==> src/rtl/p32_id_ex_stage.sv <==
// ID/EX pipeline register for the p32 pipeline: latches decoded ID instructions and
// forwarded operands into EX, turning load-use hazards into a single bubble.
module p32_id_ex_stage #(
  parameter int XLEN  = 32,
  parameter int OPW   = 4,
  parameter int CNT_W = 16
) (
  input  logic             m_clock,
  input  logic             p_reset,
  input  logic             id_valid,
  input  logic [XLEN-1:0]  id_pc,
  input  logic [XLEN-1:0]  id_rs1_val,
  input  logic [XLEN-1:0]  id_rs2_val,
  input  logic [XLEN-1:0]  id_imm,
  input  logic             id_use_imm,
  input  logic [4:0]       id_rd,
  input  logic             id_wen,
  input  logic             id_load,
  input  logic             id_store,
  input  logic [OPW-1:0]   id_alu_op,
  input  logic             load_hazard,
  input  logic             ex_stall,
  input  logic             flush,
  output logic             id_stall,
  output logic             ex_valid,
  output logic [XLEN-1:0]  ex_pc,
  output logic [XLEN-1:0]  ex_a,
  output logic [XLEN-1:0]  ex_b,
  output logic [XLEN-1:0]  ex_sdata,
  output logic [4:0]       ex_rd,
  output logic [OPW-1:0]   ex_alu_op,
  output logic             ex_wen,
  output logic             ex_store,
  output logic             ex_fwd,
  output logic             ex_fwd_load,
  output logic [CNT_W-1:0] bubble_cnt
);

  // Transfer semantics: ID hands an instruction to EX on a rising edge when
  // id_valid=1 and id_stall=0. While id_stall=1 the ID side must hold PC and
  // IF/ID unchanged; flush kills the transfer and never raises id_stall.
  typedef enum logic [1:0] {
    ACT_ADVANCE = 2'd0,
    ACT_BUBBLE  = 2'd1,
    ACT_HOLD    = 2'd2,
    ACT_FLUSH   = 2'd3
  } act_e;

  act_e             act;
  logic             hazard_live;

  logic             valid_q,  valid_d;
  logic [XLEN-1:0]  pc_q,     pc_d;
  logic [XLEN-1:0]  a_q,      a_d;
  logic [XLEN-1:0]  b_q,      b_d;
  logic [XLEN-1:0]  sdata_q,  sdata_d;
  logic [4:0]       rd_q,     rd_d;
  logic [OPW-1:0]   alu_op_q, alu_op_d;
  logic             wen_q,    wen_d;
  logic             load_q,   load_d;
  logic             store_q,  store_d;
  logic [CNT_W-1:0] cnt_q,    cnt_d;

  // A hazard only matters when there is a real consumer sitting in ID.
  assign hazard_live = load_hazard & id_valid;

  always_comb begin
    if (flush) begin
      act = ACT_FLUSH;
    end else if (ex_stall) begin
      act = ACT_HOLD;
    end else if (hazard_live) begin
      act = ACT_BUBBLE;
    end else begin
      act = ACT_ADVANCE;
    end
  end

  assign id_stall = ~flush & (ex_stall | hazard_live);

  always_comb begin
    valid_d  = valid_q;
    pc_d     = pc_q;
    a_d      = a_q;
    b_d      = b_q;
    sdata_d  = sdata_q;
    rd_d     = rd_q;
    alu_op_d = alu_op_q;
    wen_d    = wen_q;
    load_d   = load_q;
    store_d  = store_q;
    cnt_d    = cnt_q;
    case (act)
      ACT_FLUSH: begin
        valid_d = 1'b0;
        wen_d   = 1'b0;
        load_d  = 1'b0;
        store_d = 1'b0;
      end
      ACT_HOLD: begin
        valid_d = valid_q;
      end
      ACT_BUBBLE: begin
        valid_d = 1'b0;
        wen_d   = 1'b0;
        load_d  = 1'b0;
        store_d = 1'b0;
        if (cnt_q != {CNT_W{1'b1}}) begin
          cnt_d = cnt_q + CNT_W'(1);
        end
      end
      default: begin
        // Data fields follow ID even for an empty slot; control flags never do.
        valid_d  = id_valid;
        pc_d     = id_pc;
        a_d      = id_rs1_val;
        b_d      = id_use_imm ? id_imm : id_rs2_val;
        sdata_d  = id_rs2_val;
        rd_d     = id_rd;
        alu_op_d = id_alu_op;
        wen_d    = id_wen   & id_valid;
        load_d   = id_load  & id_valid;
        store_d  = id_store & id_valid;
      end
    endcase
  end

  always_ff @(posedge m_clock) begin
    if (p_reset) begin
      valid_q  <= 1'b0;
      pc_q     <= '0;
      a_q      <= '0;
      b_q      <= '0;
      sdata_q  <= '0;
      rd_q     <= '0;
      alu_op_q <= '0;
      wen_q    <= 1'b0;
      load_q   <= 1'b0;
      store_q  <= 1'b0;
      cnt_q    <= '0;
    end else begin
      valid_q  <= valid_d;
      pc_q     <= pc_d;
      a_q      <= a_d;
      b_q      <= b_d;
      sdata_q  <= sdata_d;
      rd_q     <= rd_d;
      alu_op_q <= alu_op_d;
      wen_q    <= wen_d;
      load_q   <= load_d;
      store_q  <= store_d;
      cnt_q    <= cnt_d;
    end
  end

  // Flags are re-gated by valid so a stale flag can never escape an empty slot.
  assign ex_valid    = valid_q;
  assign ex_pc       = pc_q;
  assign ex_a        = a_q;
  assign ex_b        = b_q;
  assign ex_sdata    = sdata_q;
  assign ex_rd       = rd_q;
  assign ex_alu_op   = alu_op_q;
  assign ex_wen      = valid_q & wen_q;
  assign ex_store    = valid_q & store_q;
  assign ex_fwd      = valid_q & wen_q & (rd_q != 5'd0);
  assign ex_fwd_load = valid_q & load_q;
  assign bubble_cnt  = cnt_q;

endmodule

==> config.mk <==
export PLATFORM = sky130hd
export DESIGN_NAME = p32_id_ex_stage
export DESIGN_NICKNAME = d
export VERILOG_FILES = /design/src/rtl/p32_id_ex_stage.sv
export SDC_FILE = /design/constraint.sdc
export NUM_CORES = 1
export LEC_CHECK = 0
export BUFFER_PORTS_ARGS = -buffer_cell sky130_fd_sc_hd__buf_2
export CAP_MARGIN = 20
export CORE_MARGIN = 2
export CORE_UTILIZATION = 40
export DETAILED_ROUTE_END_ITERATION = 10
export PLACE_DENSITY = 0.72
export SLEW_MARGIN = 20
export SYNTH_ARGS = -nofsm -noshare
export SYNTH_HDL_FRONTEND = slang
export SYNTH_SLANG_ARGS = --single-unit
==> constraint.sdc <==
create_clock -name m_clock -period 1.8 [get_ports m_clock]
set_clock_uncertainty 0.1 [all_clocks]
set_input_delay 0.18 -clock m_clock [delete_from_list [all_inputs] [get_ports m_clock]]
set_output_delay 0.18 -clock m_clock [all_outputs]
set_load 0.05 [all_outputs]
==> results of run 1 <==
-- timing repair --
item	in CTS	in global routing
pin swaps	1	8
hold endpoints to repair	115	0
gates resized for setup	11	22
endpoints found under the setup margin	6	11
setup buffers	2	4
cloned	0	1
hold buffers	114	0
-- cell type report --
class / count / area [um2] / area share, %
Clock buffer: 18 / 439.2 / 4.401
Sequential cell: 157 / 3191 / 31.97
Multi-Input combinational cell: 501 / 2721 / 27.27
Timing Repair Buffer: 471 / 3233 / 32.40
Inverter: 2 / 7.507 / 0.07523
Clock inverter: 14 / 157.7 / 1.580
Tap cell: 184 / 230.2 / 2.307
-- routing by layer --
layer,vias up,global-route usage (%),share of wire (%)
li1,3300,-,-
met1,3075,28.35,40
met4,0,10.65,3.0
met5,-,0,0
met2,285,44.07,50
met3,57,7.009,7.1
-- kinds of logic after synthesis --
| group | after synthesis | synth area share (%) |
|---|---|---|
| buffers and inverters | 57 | 3.633 |
| adder cells (fa/ha/maj) | 1 | 0.2112 |
| AO/OA/AOI/OAI | 164 | 15.84 |
| XOR/XNOR | 3 | 0.4436 |
| multiplexers | 35 | 5.956 |
| AND/OR/NAND/NOR | 298 | 20.87 |
| flip-flops | 157 | 53.05 |
-- state kept, by name, indices dropped and copies added, names as in the netlist --
register,cells
store_q,1
ex_rd,5
ex_sdata,32
ex_alu_op,4
ex_b,32
wen_q,1
ex_pc,32
ex_valid,1
bubble_cnt,16
ex_a,32
load_q,1
-- worst max-delay path, stage by stage (launching register included) --
cell     delay, ns
dfxtp_2       0.32
or4_4         0.54
o21a_4        0.21
buf_8         0.14
-- Yosys cell counts, drive strengths merged (2+ instances only) --
cell and n:
and3 2, or3 4, a21oi 115, o31ai 4, o21ai 5, a211oi 32, buf 5, nor2b 4
xor2 3, nand3 2, and4 2, or4 6, and2 3, clkbuf 50, dfxtp 157, nand4 6
inv 2, nor4 3, mux2i 33, mux2 2, nand2 216, a32oi 3, nor2 44
-- stage by stage --
| step | setup WS (ns) | power, mW | TNS [ns] | std cells |
|---|---|---|---|---|
| 2_1_floorplan | -0.1401 | 4.645 | -0.4317 | 715 |
| 3_3_place_gp | -0.2085 | 5.125 | -0.7301 | 1194 |
| 3_5_place_dp | -0.2492 | 5.141 | -0.8843 | 1194 |
| 4_1_cts | -0.1266 | 8.954 | -0.1266 | 1342 |
| 5_1_grt | -0.1627 | 9.228 | -0.4591 | 1347 |
| 6_report | -0.1085 | 8.894 | -0.1085 | 1347 |
-- power by group --
part	switching, mW	internal, mW
sequential	0.0756	3.61
clock	1.49	2.11
combinational	1.01	0.592
total	2.58	6.31
-- path summary, 6_finish.rpt --
path                            slack, ns          start              to
worst min-delay path                 0.01      id_imm[8]         ex_b[8]
worst min register to register       0.35       ex_a[25]        ex_a[25]
worst max register to register          0  bubble_cnt[6]  bubble_cnt[15]
worst max-delay path                -0.11       ex_rd[2]          ex_fwd
==> impl_metrics.tcl, run 1 <==
set metrics [dict create \
    r2r_cells 6 \
    yosys_warnings 0 \
    cts_root_buffer "clkbuf_16" \
    numPortBuffers 305 \
    hold_ws_ns 0.01410 \
    synth.area.top_cells "dfxtp_1 (53%), nand2_1 (14%), a21oi_1 (9.7%)" \
    synthFlopType "dfxtp_1" \
    fin_area_um2 9980 \
    rsz0062_at_grt "true" \
    num_vias 6717 \
    leakage_nw 4.562 \
    grt_usage_pct 25.01 \
    first_global_vias 6559 \
    syn_area_um2 5924 \
    num-fill-cells 1061 \
    power_density_nw_per_um2 891.2 \
    ys_seq_area_share_pct 53.05 \
    criticalPathCategory "reg2out" \
    final_core_util_pct 68.93 \
    setup_ws_ns -0.1085 \
    hold_class "in2reg" \
    pin_count 306 \
    netlist_instances 715 \
    dpl.hpwl_um 12880 \
    fin_crit_sh_pct 106.0 \
    hold_depth 3 \
    drive_above_1_share_pct 37.06 \
    violations "setup timing" \
    drtPass1Iterations 4 \
    start_util_pct 40.92 \
    route.detailed.drc 0 \
    wl_per_cell_um 15.45 \
    status "finished, violations left" \
    yosysUniqueCellTypes 36 \
    cp-end-kind "output pin" \
    core-area_um2 14480 \
    diodes 0 \
    gp_congestion 0.8219 \
    area_growth_pct 68.45 \
    cp_max_fo 2 \
    drt_first_iter_violations 355 \
    hold_viol 0 \
    synth-edff-count 0 \
    clk_latency_ns 0.42 \
    die_w_um 125.7 \
    cp_data_required_time_ns 1.52 \
    die-area_um2 15800 \
    cts.clk_slew.worst_paths_ns 0.06 \
    syn_avg_cell_area_um2 8.286 \
    peakVddDrop_uv 610.8 \
    final_cell_mix "buf_2 (304), nand2_1 (214), dfxtp_1 (139), dlygate4sd3_1 (114), a21oi_1 (113)" \
    maxCapViolations 0 \
    ys_async_sr_fraction_pct 0 \
    viasPerCell 4.987 \
    clock_path_buffers 2 \
    die_h_um 125.7 \
    cts_tree "done" \
    arrival_ns 1.63 \
    rows 44 \
    tightest_slew_ns 0.4183 \
    ys_ff_latch 157 \
    drv_slew 0 \
    max_clock_freq_mhz 524.0 \
    cts_num_sinks 157 \
    final_common_cell "buf_2" \
    grt_max_degree 65 \
    postRouteAntennaNets 0 \
    synthesis.nets 863 \
    setup_viol 1 \
    yosysTopAreaCell "dfxtp_1" \
    grt_first_pass_wirelength_um 32150 \
    place_area_um2 8038 \
    cts-buffers-inserted 17 \
    htreeDepth 4 \
    wl_um 20810 \
    antenna_found_initial 0 \
    slew_headroom_pct 72.11 \
    yosysTopAreaCellShare_pct 53.05 \
    cp-start-kind "register" \
    post-route-min-period_ns 1.909 \
    nNetsFinal 1298 \
    grt-ovfl-total 0 \
]
(Power assumes the default switching activity.)
==> run 2: changes to the inputs <==
ABC_AREA = 1   (was default)
PLACE_DENSITY = 0.71   (was 0.72)
==> run 2 against run 1 <==
Against the previous run: the flow still finishes with violations (setup timing); setup slack improved by 0.086 ns; core utilization decreased by 3.3 points; clock power about the same; non-clock buffer count decreased by 9; flip-flop and latch count unchanged; fmax increased by 4.7%; largest power group unchanged.
==> impl_metrics.tcl, run 2 <==
set metrics [dict create \
    tns_ns -0.02299 \
    die_w_um 127.8 \
    min_to "wen_q" \
    drt_first_iter_violations 440 \
    cp_top_family "flip-flops" \
    diodes 0 \
    antenna_found_initial 0 \
    drv_slew 0 \
    cp-start-kind "register" \
    hold_viol 0 \
    gp_congestion 0.7918 \
    yosysTopAreaCell "dfxtp_1" \
    cp_num_buf_inv 2 \
    area_growth_pct 61.56 \
    core-area_um2 15090 \
    cp_slowest_cell "dfxtp_2" \
    cts_num_sinks 157 \
    start_util_pct 40.60 \
    r2r_end "bubble_cnt[10]" \
    dp_cells 1267 \
    yosysUniqueCellTypes 23 \
    maxCapViolations 0 \
    clock_path_buffers 2 \
    clk_latency_ns 0.42 \
    final_common_cell "buf_2" \
    ys_seq_area_share_pct 51.31 \
    cts_tree "done" \
    setup_ws_ns -0.02299 \
    rrSetupSlack_ns 0.25 \
    ys_top_cells_by_count "nor2_1 (215), dfxtp_1 (157), o21ai_0 (136), a21oi_1 (113), inv_1 (53)" \
    cts.clk_slew.worst_paths_ns 0.06 \
    criticalPathCategory "reg2out" \
    arrival_ns 1.54 \
    place_area_um2 7846 \
    yosysMostFrequentCell "nor2_1" \
    cp-end-kind "output pin" \
    nNetsFinal 1388 \
    min-delay-start "flush" \
    leakage_nw 4.820 \
    fin_crit_sh_pct 101.3 \
    cp_data_required_time_ns 1.52 \
    tightest_slew_ns 0.3717 \
    num-fill-cells 1197 \
    cpPeakStageDelay_ns 0.33 \
    synth.area.top_cells "dfxtp_1 (51%), nor2_1 (13%), o21ai_0 (11%)" \
    r2r_cells 6 \
    power_density_nw_per_um2 941.9 \
    grt_first_pass_wirelength_um 33470 \
    hold_class "in2reg" \
    htreeDepth 4 \
    violations "setup timing" \
    cts_root_buffer "clkbuf_16" \
    status "finished, violations left" \
    dpl.hpwl_um 12800 \
    numPortBuffers 305 \
    die-area_um2 16320 \
    peakVddDrop_uv 650.2 \
    viasPerCell 4.944 \
    route.detailed.drc 0 \
    num_vias 7125 \
    hold_depth 4 \
    rsz0062_at_grt "true" \
    yosysTopAreaCellShare_pct 51.31 \
    final_core_util_pct 65.59 \
    grt_usage_pct 25.49 \
    hold_ws_ns 0.02434 \
    wl_per_cell_um 14.92 \
    path_cells "or2_4 -> o41ai_4 -> inv_1 -> buf_6" \
    synth-edff-count 0 \
    grt_max_degree 66 \
    syn_avg_cell_area_um2 7.526 \
    slew_headroom_pct 75.22 \
    drive_above_1_share_pct 29.69 \
    die_h_um 127.8 \
    wl_um 21510 \
    drtPass1Iterations 5 \
    fin_cells 1441 \
    ys_async_sr_fraction_pct 0 \
    max_clock_freq_mhz 548.6 \
    pin_count 306 \
    synthesis.nets 962 \
    r2r_start "bubble_cnt[0]" \
    setup_viol 1 \
    rows 45 \
    syn_area_um2 6126 \
    fin_area_um2 9897 \
    yosys_warnings 0 \
    cp_max_fo 3 \
    first_global_vias 6977 \
    grt-ovfl-total 0 \
    post-route-min-period_ns 1.823 \
    synthFlopType "dfxtp_1" \
    final_cell_mix "buf_2 (304), nor2_1 (215), dfxtp_1 (153), dlygate4sd3_1 (142), o21ai_0 (136)" \
    post-cts-setup-buffers 0 \
    netlist_instances 814 \
    ys_ff_latch 157 \
    postRouteAntennaNets 0 \
    cts-buffers-inserted 17 \
]
-- run 2: per-layer routing --
| layer | track usage [%] | vias up | part of all wire [%] |
|---|---|---|---|
| met1 | 28.78 | 3227 | 40 |
| met4 | 14.09 | 0 | 3.9 |
| met3 | 6.845 | 68 | 7.5 |
| met5 | 0 | - | 0 |
| li1 | - | 3492 | - |
| met2 | 43.72 | 338 | 49 |
-- run 2: area by class of cell --
type                            count  area, um2  share of cell area [%]
Tap cell                          188      235.2                   2.377
Sequential cell                   157       3148                   31.81
Timing Repair Buffer              462       3179                   32.12
Multi-Input combinational cell    547       2530                   25.56
Clock inverter                     12      135.1                   1.365
Clock buffer                       20      456.7                   4.614
Inverter                           55      212.7                   2.149
-- run 2: what timing repair did --
action,4_1_cts,5_1_grt
endpoints found under the hold margin,141,0
gates resized for setup,3,4
hold buffers,142,0
pin swaps,0,1
setup endpoints to repair,1,4
-- run 2: worst max path at each step --
stage / startpoint / slack, ns / to / depth (start not counted)
after detailed placement: bubble_cnt[0] / 0.21 / bubble_cnt[13] / 6
final: ex_rd[0] / -0.02 / ex_fwd / 4
after global placement: bubble_cnt[0] / 0.22 / bubble_cnt[9] / 6
after global routing: ex_rd[0] / -0.09 / ex_fwd / 4
after CTS: ex_rd[0] / 0.01 / ex_fwd / 4
after floorplan: bubble_cnt[4] / 0.02 / bubble_cnt[10] / 6
-- run 2: logic make-up (layout without fill, tap and decap cells) --
logic type | after synthesis | in the layout | synth area share (%)
buf+inv | 110 | 549 | 7.925
simple gates | 294 | 294 | 19.85
fa+ha+maj | 1 | 1 | 0.2042
flops | 157 | 157 | 51.31
compound gates | 252 | 252 | 20.71
-- run 2: worst reg2reg max path: stages (launching register included) --
cell and delay, ns:
dfxtp_2 0.36, ha_1 0.15, inv_1 0.07, nor2_4 0.22
nand4_4 0.26, a21oi_1 0.22, nor2_1 0.07
-- run 2: report_power, final --
part / internal [mW] / switching, mW
clock network: 2.13 / 1.49
registers: 3.68 / 0.107
logic: 0.649 / 1.27
-- run 2: stage by stage --
step / setup slack [ns] / power (mW)
floorplan: 0.02130 / 4.980
global placement: 0.2229 / 5.458
detailed placement: 0.2096 / 5.474
CTS: 0.01357 / 9.318
global route: -0.08753 / 9.678
finish: -0.02299 / 9.322
==> run 3: changes to the inputs <==
CAP_MARGIN = 25   (was 20)
PLACE_DENSITY = 0.74   (was 0.71)
==> run 3 against run 2 <==
Against the previous run: the run now ends clean; total power fell by 2.8%; flip-flop and latch count did not move; first-iteration DRC count grew 18%; largest cell class is now registers.
==> impl_metrics.tcl, run 3 (synthesis gave the netlist of run 2 again) <==
set metrics [dict create \
    cp_num_buf_inv 2 \
    area_growth_pct 60.17 \
    cp_max_fo 2 \
    post-route-min-period_ns 1.718 \
    num_vias 7163 \
    viasPerCell 4.981 \
    fin_area_um2 9812 \
    hold_class "in2reg" \
    power_mw 9.064 \
    place_ws_ns 0.1868 \
    drtPass1Iterations 5 \
    cp-start-kind "register" \
    slew_headroom_pct 73.04 \
    htreeDepth 4 \
    antenna_found_initial 0 \
    leakage_nw 4.769 \
    cts-buffers-inserted 17 \
    cts_root_buffer "clkbuf_16" \
    cp-end-kind "output pin" \
    die_h_um 127.8 \
    final_cell_mix "buf_2 (304), nor2_1 (215), dfxtp_1 (152), dlygate4sd3_1 (141), o21ai_0 (136)" \
    criticalPathCategory "reg2out" \
    numPortBuffers 305 \
    grt-ovfl-total 0 \
    place_area_um2 7801 \
    diodes 0 \
    cts_tree "done" \
    drt_first_iter_violations 521 \
    peakVddDrop_uv 658.7 \
    fin_crit_sh_pct 95.44 \
    final_common_cell "buf_2" \
    power_density_nw_per_um2 923.8 \
    grt_usage_pct 24.86 \
    hold_viol 0 \
    rrSetupSlack_ns 0.18 \
    cp_data_required_time_ns 1.52 \
    route.detailed.drc 0 \
    drv_slew 0 \
    arrival_ns 1.44 \
    drive_above_1_share_pct 29.68 \
    grt_max_degree 76 \
    tightest_slew_ns 0.4001 \
    rows 45 \
    path_cells "or2_4 -> o41ai_4 -> inv_1 -> buf_6" \
    rsz0062_at_grt "false" \
    cts_num_sinks 157 \
    die_w_um 127.8 \
    nNetsFinal 1385 \
    cp_top_family "flip-flops" \
    die-area_um2 16320 \
    postRouteAntennaNets 0 \
    setup_ws_ns 0.08210 \
    wl_per_cell_um 14.53 \
    core-area_um2 15090 \
    cpPeakStageDelay_ns 0.32 \
    clock_path_buffers 2 \
    setup_viol 0 \
    max_clock_freq_mhz 582.1 \
    pin_count 306 \
    dpl.hpwl_um 12510 \
    gp_congestion 0.7855 \
    cp_slowest_cell "dfxtp_2" \
    wl_um 20890 \
    cts.clk_slew.worst_paths_ns 0.06 \
    status "finished clean" \
    clk_latency_ns 0.41 \
    grt_first_pass_wirelength_um 32790 \
    maxCapViolations 0 \
    start_util_pct 40.60 \
    first_global_vias 6838 \
]
## run 3: per-stage QoR
stage               std cells  hold WS, ns  setup TNS [ns]  util [%]
finish                   1438      0.02614               0     65.02
global route             1438      0.02586               0     65.02
CTS                      1438     0.003642        -0.01890     65.02
detailed placement       1263       0.3127               0     51.70
global placement         1263       0.3094               0     51.70
floorplan                 814       0.1417               0         -
## run 3: power breakdown
part	leakage, nW	total (mW)	internal [mW]	switching, mW
clock network	0.260	3.38	1.82	1.56
registers	1.29	3.78	3.68	0.106
logic	3.22	1.90	0.644	1.26
## run 3: layout make-up
type	instances	area, um2
Fill cell	1217	5278
Sequential cell	157	3149
Timing Repair Buffer	459	3142
Inverter	55	210.2
Clock inverter	14	125.1
Multi-Input combinational cell	547	2521
Tap cell	188	235.2
Clock buffer	18	429.2
## run 3: path summary, 6_finish.rpt
check	startpoint	cells after the start	to
setup / recovery	ex_rd[0]	4	ex_fwd
hold / removal	flush	4	ex_valid
setup reg to reg	bubble_cnt[0]	6	bubble_cnt[14]
hold reg to reg	load_q	2	load_q
## run 3: what timing repair did
| item | CTS | global route |
|---|---|---|
| gates resized for setup | 7 | 0 |
| hold endpoints to repair | 141 | 0 |
| pin swaps | 1 | 1 |
| setup endpoints to repair | 1 | 1 |
| setup buffers | 2 | 0 |
| hold buffers | 141 | 0 |
## run 3: routing by layer
layer | up-vias | track usage [%] | part of all wire (%)
met1 | 3238 | 28.15 | 39
met5 | - | 0 | 0
met4 | 0 | 13.83 | 4.3
met2 | 341 | 42.43 | 49
met3 | 78 | 6.761 | 7.7
li1 | 3506 | - | -
## run 3: worst register-to-register path, stage by stage (launching register included)
cell,delay [ns]
dfxtp_2,0.36
ha_1,0.15
inv_1,0.07
nor2_4,0.19
nand4_2,0.33
a21oi_1,0.25
nor2_1,0.06
